==> src/rtl/csa_serial_accum_10_8_pkg.sv <==
// Shared definitions for the serial carry-save accumulator.
//   - Default operand count, operand width and result width.
//   - FSM state encoding, shared so that other blocks (e.g. the combinational
//     tree variant) use the same encodings.
package csa_serial_accum_10_8_pkg;

    localparam int N_OPS_DEF     = 10;
    localparam int WIDTH_DEF     = 8;
    // 2^SUM_WIDTH must exceed N_OPS*(2^WIDTH-1); 10*255 = 2550 < 4096.
    localparam int SUM_WIDTH_DEF = 12;
    localparam int CNT_W         = 4;

    typedef enum logic [1:0] {
        ST_ACCUM   = 2'd0,
        ST_RESOLVE = 2'd1,
        ST_DONE    = 2'd2
    } state_t;

endpackage

==> src/rtl/csa_3_2_row.sv <==
// One row of 3:2 carry-save compressors, purely combinational.
// Ports:
//   x, y, w : three W-bit addends
//   s       : bitwise sum (x ^ y ^ w)
//   c       : bitwise majority, already shifted left by one and truncated to W
// x + y + w == s + c (mod 2^W).
module csa_3_2_row #(
    parameter int W = 12
) (
    input  logic [W-1:0] x,
    input  logic [W-1:0] y,
    input  logic [W-1:0] w,
    output logic [W-1:0] s,
    output logic [W-1:0] c
);

    logic [W-1:0] maj;

    assign s   = x ^ y ^ w;
    assign maj = (x & y) | (x & w) | (y & w);
    assign c   = {maj[W-2:0], 1'b0};

endmodule

==> src/rtl/csa_serial_accum_10_8.sv <==
// Serial carry-save accumulator: sums N_OPS unsigned WIDTH-bit operands, one
// per input handshake, keeping the running total in redundant sum/carry form.
// After the last operand a single carry-propagate add resolves the pair into z,
// which is then offered on an output handshake.
// Ports:
//   clk, reset          : clock, synchronous active-high reset
//   a, in_valid/in_ready: operand input handshake (accepted only in ACCUM)
//   z, out_valid/out_ready : result output handshake (valid only in DONE)
//   op_count            : operands accepted so far in the current group
module csa_serial_accum_10_8
    import csa_serial_accum_10_8_pkg::*;
#(
    parameter int N_OPS     = N_OPS_DEF,
    parameter int WIDTH     = WIDTH_DEF,
    parameter int SUM_WIDTH = SUM_WIDTH_DEF
) (
    input  logic                 clk,
    input  logic                 reset,
    input  logic [WIDTH-1:0]     a,
    input  logic                 in_valid,
    output logic                 in_ready,
    output logic [SUM_WIDTH-1:0] z,
    output logic                 out_valid,
    input  logic                 out_ready,
    output logic [CNT_W-1:0]     op_count
);

    localparam logic [CNT_W-1:0] LAST_OP = CNT_W'(N_OPS - 1);

    state_t                 state, state_nxt;
    logic [SUM_WIDTH-1:0]   s_reg, c_reg;
    logic [SUM_WIDTH-1:0]   s_nxt, c_nxt;
    logic [SUM_WIDTH-1:0]   a_ext;
    logic                   accept, xfer, last_op;

    assign a_ext   = SUM_WIDTH'(a);
    assign accept  = in_valid & in_ready;
    assign xfer    = out_valid & out_ready;
    assign last_op = (op_count == LAST_OP);

    csa_3_2_row #(.W(SUM_WIDTH)) u_row (
        .x (s_reg),
        .y (c_reg),
        .w (a_ext),
        .s (s_nxt),
        .c (c_nxt)
    );

    // Handshake outputs are pure decodes of the state, so in_ready only
    // returns the cycle after a transfer (no bypass from out_ready).
    always_comb begin
        state_nxt = state;
        in_ready  = 1'b0;
        out_valid = 1'b0;
        case (state)
            ST_ACCUM: begin
                in_ready = 1'b1;
                if (accept && last_op) state_nxt = ST_RESOLVE;
            end
            ST_RESOLVE: begin
                state_nxt = ST_DONE;
            end
            ST_DONE: begin
                out_valid = 1'b1;
                if (xfer) state_nxt = ST_ACCUM;
            end
            default: state_nxt = ST_ACCUM;
        endcase
    end

    always_ff @(posedge clk) begin
        if (reset) begin
            state    <= ST_ACCUM;
            s_reg    <= '0;
            c_reg    <= '0;
            op_count <= '0;
            z        <= '0;
        end else begin
            state <= state_nxt;
            case (state)
                ST_ACCUM: begin
                    if (accept) begin
                        s_reg    <= s_nxt;
                        c_reg    <= c_nxt;
                        op_count <= last_op ? '0 : op_count + 1'b1;
                    end
                end
                ST_RESOLVE: begin
                    // Only carry-propagate add in the block; width rule
                    // guarantees no overflow.
                    z <= s_reg + c_reg;
                end
                ST_DONE: begin
                    // Clear the pair so the next group starts from zero.
                    if (xfer) begin
                        s_reg <= '0;
                        c_reg <= '0;
                    end
                end
                default: ;
            endcase
        end
    end

endmodule

==> config.mk <==
export PLATFORM = sky130hd
export DESIGN_NAME = csa_serial_accum_10_8
export DESIGN_NICKNAME = d
export VERILOG_FILES = /design/src/rtl/csa_serial_accum_10_8_pkg.sv /design/src/rtl/csa_3_2_row.sv /design/src/rtl/csa_serial_accum_10_8.sv
export SDC_FILE = /design/constraint.sdc
export NUM_CORES = 1
export LEC_CHECK = 0
export CAP_MARGIN = 10
export CORE_AREA = 2 2 81 83
export CTS_BUF_LIST = sky130_fd_sc_hd__clkbuf_8
export DETAILED_ROUTE_END_ITERATION = 10
export DIE_AREA = 0 0 83 85
export SLEW_MARGIN = 0
export SYNTH_ARGS = -nofsm -noshare
export SYNTH_HDL_FRONTEND = slang
export SYNTH_HIERARCHICAL = 1
export SYNTH_SLANG_ARGS = --single-unit
==> constraint.sdc <==
create_clock -name clk -period 3.2 [get_ports clk]
set_input_delay 0.96 -clock clk [delete_from_list [all_inputs] [get_ports clk]]
set_output_delay 0.96 -clock clk [all_outputs]
set_load 0.005 [all_outputs]
==> results of run 1 <==
## cell families after synthesis
| group | Yosys count | share of synthesized area |
|---|---|---|
| xor gates and xnor gates | 9 | 0.0392 |
| adders and majority gates | 23 | 0.158 |
| DFF | 42 | 0.351 |
| and+or+nand+nor | 80 | 0.161 |
| buffers and inverters | 17 | 0.0429 |
| other | 2 | 0.00314 |
| AOI/OAI and AO/OA | 63 | 0.240 |
| muxes | 1 | 0.00418 |
## metrics by stage
stage / area (um^2) / cells
floorplan: 2400 / 240
global placement: 2750 / 336
detailed placement: 2750 / 336
CTS: 2840 / 344
global route: 2840 / 344
finish: 2840 / 344
## tightest hold or removal path, delay by kind of cell, from the launching register on
family	cells	cell delay (ns)
flip-flops	1	0.31
AND/OR/NAND/NOR	1	0.05
AO/OA/AOI/OAI	1	0.05
## per-layer routing
layer	vias up	global-route usage	wire length, um
li1	900	-	-
met4	0	0.0551	72
met2	39	0.206	2020
met3	7	0.0350	193
met5	-	0	0
met1	866	0.210	2480
## cell type report
| cell class | count | area, um^2 | share of cell area |
|---|---|---|---|
| sequential | 42 | 841 | 0.296 |
| tap | 77 | 96.3 | 0.0340 |
| timing repair buffer | 34 | 340 | 0.120 |
| multi-input combinational | 181 | 1460 | 0.515 |
| clock buffer | 6 | 82.6 | 0.0291 |
| clock inverter | 2 | 8.76 | 0.00309 |
| inverter | 2 | 7.51 | 0.00265 |
## placed cells by master (no fill, tap or decap), types with 5 or more instances in the layout
master	synthesis	routed
nand2_1	16	16
conb_1	2	5
dfxtp_1	42	42
clkbuf_8	0	6
ha_1	11	11
clkdlybuf4s50_1	0	29
a21oi_1	13	13
nor2_1	35	35
fa_1	12	12
nand3_1	9	9
a22oi_2	20	20
## worst min-delay path by stage
stage / start / slack [ns] / to / cells past startpoint
2_1_floorplan: z[3]$_SDFFE_PP0N_ / 0.45 / z[3]$_SDFFE_PP0N_ / 2
3_3_place_gp: z[4]$_SDFFE_PP0N_ / 0.44 / z[4]$_SDFFE_PP0N_ / 2
3_5_place_dp: z[4]$_SDFFE_PP0N_ / 0.45 / z[4]$_SDFFE_PP0N_ / 2
4_1_cts: z[4]$_SDFFE_PP0N_ / 0.46 / z[4]$_SDFFE_PP0N_ / 2
5_1_grt: z[3]$_SDFFE_PP0N_ / 0.48 / z[3]$_SDFFE_PP0N_ / 2
6_report: z[4]$_SDFFE_PP0N_ / 0.45 / z[4]$_SDFFE_PP0N_ / 2
## power by group
part | switching (mW) | internal [mW] | total, mW
clock | 0.182 | 0.171 | 0.354
combinational | 0.0918 | 0.0940 | 0.186
sequential | 0.0281 | 0.543 | 0.571
total | 0.302 | 0.808 | 1.11
==> results.md, run 1 <==
* Crit path DAT at 1.48 ns
* FP Rows at 29
* Critical path endpoint category: output pin
* P&R area growth vs syn at 18.6%
* Post CTS Setup Buffer Count at 0
* Status: complete, no violations
* Worst slew margin at 0.480
* Commonest cells in the netlist: dfxtp_1, nor2_1, a22oi_2
* Initial DRC Count at ~70
* Ys flop type: dfxtp_1
* Num CTS Buffers at 5
* Largest net degree at the start of global routing at 28
* Average size of a mapped cell at 10.1 um^2
* Die H at 85 um
* Crit-path cells: nor2b_1 -> clkdlybuf4s50_1
* Final Hold Fails at 0
* CP endpoint: out_valid
* Peak VDD IR at 0.000144 V
* Max stage delay on crit path at ~0.52 ns
* Post-synthesis cell type count at 48
* Number of hold buffers added after CTS at 0
* Port bufs at 29
* DR WL/cell at 13.8 um
* Sequential share of the synthesized area at 0.351
* Clock insertion delay at the later pin of the skew report at roughly 0.29 ns
* GP Congestion at 0.773
* Worst hold-check path type: reg2reg
* Leak Pwr at 1.12 nW
* Worst Hold Slack at 0.452 ns
* Tcrit/Tclk final at 0.762
* Clock Skew at 0.00322 ns
* GRT Total Usage at 0.144
* Filler cells at between 600 and 700
* Max frequency at between 400 and 500 MHz
* Synth warn at 6
* Dpl hpwl at roughly 3.5 mm
* Initial antenna violation count at 0
* Congestion Overflow GR at 0
* Final slew viol count at 0
* Post-synth EDFFs at 0
* Crit path depth at 2
* Post-Route Setup TNS at 0 ns
* Ranking of synthesized cells by area: dfxtp_1, a22oi_2, fa_1
* Inserted Diodes at 0
* Count leader, synth: dfxtp_1
* Post-synth ARST share at 0
* Crit path max fanout at 6
* CP delay by family, top: buffers and inverters
* Crit Reg-Reg Endpoint: z[8]$_SDFFE_PP0N_
* Setup WS post-layout at around 0.76 ns
* Core area at a little over 6000 um^2
* Antenna Nets Post-Route at 0
* Post-cts resize count at 0
* Reg2reg path depth at 7
* Max-cap violations at 0
* Final wirelength at 4.76 mm
* Sink Count at 42
* Core Util, Final at 0.457
* First-pass iteration count of the detailed router at 4
* Worst Setup Path Type: reg2out
* CP bufs+invs at 1
* R2R setup slack at roughly 1.2 ns
* # H-tree levels at 2
* Critical Path Start: state[1]$_SDFFE_PP0P_
* Post-synth top area cell: dfxtp_1
* Crit path required time at ~2.2 ns
* Initial core utilization at 0.386
* Via count at roughly 1800
* Die Wd at 83 um
* Total die area at roughly 7100 um^2
* Post-synthesis register bit count at 42
* Vias in the first global route at 1717
* Area share of the largest cell type after synthesis at 0.351
* Mapped Area at 2390 um^2
* PnR Total Power at approximately 1.1 mW
* Slowest cell on crit path: clkdlybuf4s50_1
* Final #Nets at 301
* Drt via density at approximately 5.3
* Clk buf depth at 2
* Cells after synthesis at around 240
* Worst slew pin tran at 0.778 ns
* CTS tree: yes
* Unrepaired setup endpoints after global routing: false
* Crit Reg-Reg Startpoint: c_reg[0]$_SDFFE_PP0P_
* Final min period at between 2 and 2.5 ns
* Clk slew on worst S/H paths at 0.08 ns
* Layout cells sized above 1 at 0.161
* Ports at 30
* Root Buffer: clkbuf_8
* First-pass GRT wire length at ~8.3 mm
* Remaining DRCs at 0
* Power density over the cells at between 300 and 400 nW/um^2
* Worst setup SP type: flip-flop
* Final setup fails at 0
* Pre-CTS setup slack at 0.707 ns
Power figures use the tool's default switching activity.
==> run 2, diff against run 1 <==
==> constraint.sdc (replaced) <==
create_clock -name clk -period 2.09 [get_ports clk]
set_input_delay 0.627 -clock clk [delete_from_list [all_inputs] [get_ports clk]]
set_output_delay 0.627 -clock clk [all_outputs]
set_load 0.005 [all_outputs]
==> run 2 against run 1 <==
Against the previous run:
- first-iteration DRC count is 22% higher
- combinational power is 55% higher
- sequential share of layout area is 0.42 points lower
- register-to-register slack worse by 1.1 ns
- non-clock buffer count is 5 higher
- sequential cell count stayed put
- sequential power is 53% higher
- utilization is 0.73 points higher
- routed wire length is 0.38% lower
- clock power is 55% higher
- largest cell class unchanged
==> results.md, run 2 (same netlist as run 1, synthesis figures left out) <==
* Max stage delay on crit path at 0.51 ns (about the same)
* CP bufs+invs at 1 (unchanged)
* Crit path required time at 1.46 ns (-0.78 ns)
* Worst Hold Slack at 0.452 ns (-0.000192 ns)
* Ports at 30 (unchanged)
* Final wirelength at 4.75 mm (-0.38%)
* Post-Route M1 WL at 2.44 mm (-1.4%)
* Initial antenna violation count at 0 (unchanged)
* Port bufs at 29 (unchanged)
* Pre-CTS setup slack at 0.0856 ns (-0.621 ns)
* CP delay by family, top: buffers and inverters
* Final Hold Fails at 0 (unchanged)
* Crit path DAT at 1.39 ns (-0.09 ns)
* GP Congestion at 0.751 (-2.8%)
* Commonest cells after routing, fill and taps aside: dfxtp_1, nor2_1, clkdlybuf4s50_1, a22oi_2, nand2_1
* Core area at 6200 um^2 (unchanged)
* First-pass GRT wire length at 8.21 mm (-1.1%)
* Hold Crit Depth at 2 (unchanged)
* FP Rows at 29 (unchanged)
* Clk slew on worst S/H paths at 0.08 ns (about the same)
* Crit Reg-Reg Startpoint: s_reg[0]$_SDFFE_PP0P_
* Root Buffer: clkbuf_8
* DR WL/cell at 13.6 um (-1.8%)
* Clock insertion delay at the later pin of the skew report at 0.29 ns (about the same)
* Reg2reg path depth at 7 (unchanged)
* Slowest cell on crit path: clkdlybuf4s50_1
* Number of hold buffers added after CTS at 0 (unchanged)
* Largest net degree at the start of global routing at 25 (-11%)
* Num CTS Buffers at 5 (unchanged)
* Layout cells sized above 1 at 0.188 (+0.0265)
* Commonest non-fill, non-tap cell in the layout: dfxtp_1
* # H-tree levels at 2 (unchanged)
* CTS tree: yes
* Tcrit/Tclk final at 0.966
* Clk buf depth at 2 (unchanged)
* Inserted Diodes at 0 (unchanged)
* Sink Count at 42 (unchanged)
* R2R setup slack at 0.11 ns (-1.12 ns)
* Final slew viol count at 0 (unchanged)
* First-pass iteration count of the detailed router at 4 (unchanged)
* Via count at 1779 (-1.8%)
* Final setup fails at 0 (unchanged)
* Leak Pwr at 1.14 nW (+1.7%)
* Crit Reg-Reg Endpoint: z[10]$_SDFFE_PP0N_
* Final #Nets at 306 (+1.7%)
* Antenna Nets Post-Route at 0 (unchanged)
* Status: complete, no violations
* Clock Skew at 0.00544 ns (+0.00223 ns)
* Drt via density at 5.10 (-3.2%)
* WL met2 at 2.08 mm (+2.8%)
* Remaining DRCs at 0 (unchanged)
* GRT Total Usage at 0.144 (about the same)
* Crit-path cells: nor2b_2 -> clkdlybuf4s50_1
* Post CTS Setup Buffer Count at 0 (unchanged)
* Power density over the cells at 594 nW/um^2 (+52%)
* Crit path max fanout at 6 (unchanged)
* Worst setup SP type: flip-flop
* Die Wd at 83 um (unchanged)
* Final min period at ~2 ns
* HP Start: z[3]$_SDFFE_PP0N_
* Max-cap violations at 0 (unchanged)
* Initial DRC Count at 84 (+22%)
* Total die area at 7060 um^2 (unchanged)
* Worst Setup Path Type: reg2out
* Vias in the first global route at 1673 (-2.6%)
* P&R area growth vs syn at 20.4%
* Congestion Overflow GR at 0 (unchanged)
* Unrepaired setup endpoints after global routing: true
* Die H at 85 um (unchanged)
* Worst hold-check path type: reg2reg
* Routed wl met3 at 153 um (-21%)
* Setup WS post-layout at 0.0710 ns (-0.691 ns)
* Hold EP: z[3]$_SDFFE_PP0N_
* Peak VDD IR at 0.000263 V (+83%)
* Dpl hpwl at 3.55 mm (+1.7%)
* Top routing layer used: met4
* Max frequency at between 400 and 500 MHz
* Critical path endpoint category: output pin
* Initial core utilization at 0.386 (unchanged)
==> run 2: changes by cell type in the layout (fill, tap and decap cells not counted) <==
cell,delta
dfxtp_1,-1
nor2b_1,-1
buf_4,+5
clkinvlp_4,+1
nor2b_2,+1
dfxtp_2,+1
inv_1,-1
==> run 2: power breakdown <==
group / switching [mW] / total [mW] / leakage [nW] / internal [mW]
logic: 0.141 / 0.288 / 0.750 / 0.147
registers: 0.0439 / 0.876 / 0.342 / 0.832
clock network: 0.283 / 0.548 / 0.0472 / 0.266
total: 0.468 / 1.71 / 1.14 / 1.24
==> run 2: worst max path at each step <==
stage / from / slack (ns) / depth (start not counted) / endpoint
after global placement: in_valid / 0.1 / 5 / c_reg[4]$_SDFFE_PP0P_
after floorplan: s_reg[0]$_SDFFE_PP0P_ / 0.29 / 6 / z[8]$_SDFFE_PP0N_
after detailed placement: in_valid / 0.09 / 5 / c_reg[5]$_SDFFE_PP0P_
after global routing: c_reg[0]$_SDFFE_PP0P_ / -0.02 / 7 / z[8]$_SDFFE_PP0N_
final: state[1]$_SDFFE_PP0P_ / 0.07 / 2 / out_valid
after CTS: state[1]$_SDFFE_PP0P_ / 0.03 / 2 / out_valid
==> run 2: repair_timing <==
item | 4_1_cts | 5_1_grt
gates cloned | 0 | 0
gates resized for setup | 1 | 1
setup endpoints to repair | 1 | 2
==> run 2: metal layers <==
| metal | track usage | vias to the layer above |
|---|---|---|
| li1 | - | 908 |
| met5 | 0 | - |
| met1 | 0.201 | 836 |
| met2 | 0.216 | 31 |
| met3 | 0.0331 | 4 |
| met4 | 0.0581 | 0 |
==> run 2: stage by stage <==
| step | cell area, um^2 | utilization | TNS, ns | total power, mW | std cells |
|---|---|---|---|---|---|
| 6_report | 2880 | 0.464 | 0 | 1.71 | 349 |
| 5_1_grt | 2880 | 0.464 | -0.0161 | 1.82 | 349 |
| 3_3_place_gp | 2780 | 0.448 | 0 | 1.18 | 341 |
| 2_1_floorplan | 2400 | - | 0 | 1.11 | 240 |
| 3_5_place_dp | 2780 | 0.448 | 0 | 1.18 | 341 |
| 4_1_cts | 2880 | 0.464 | 0 | 1.75 | 349 |
==> run 2: final cells by class <==
type                    count  area [um^2]
clock buffers               6         82.6
inverters                   2         7.51
clock inverters             2         12.5
fillers                   581         3320
flip-flops and latches     42          842
repair buffers             39          378
well taps                  77         96.3
multi-input cells         181         1460
==> run 2: worst min-delay path, cell delays in order, from the launching register on <==
cell and delay [ns]:
dfxtp_1 0.31, nand2_1 0.05, a21oi_1 0.05
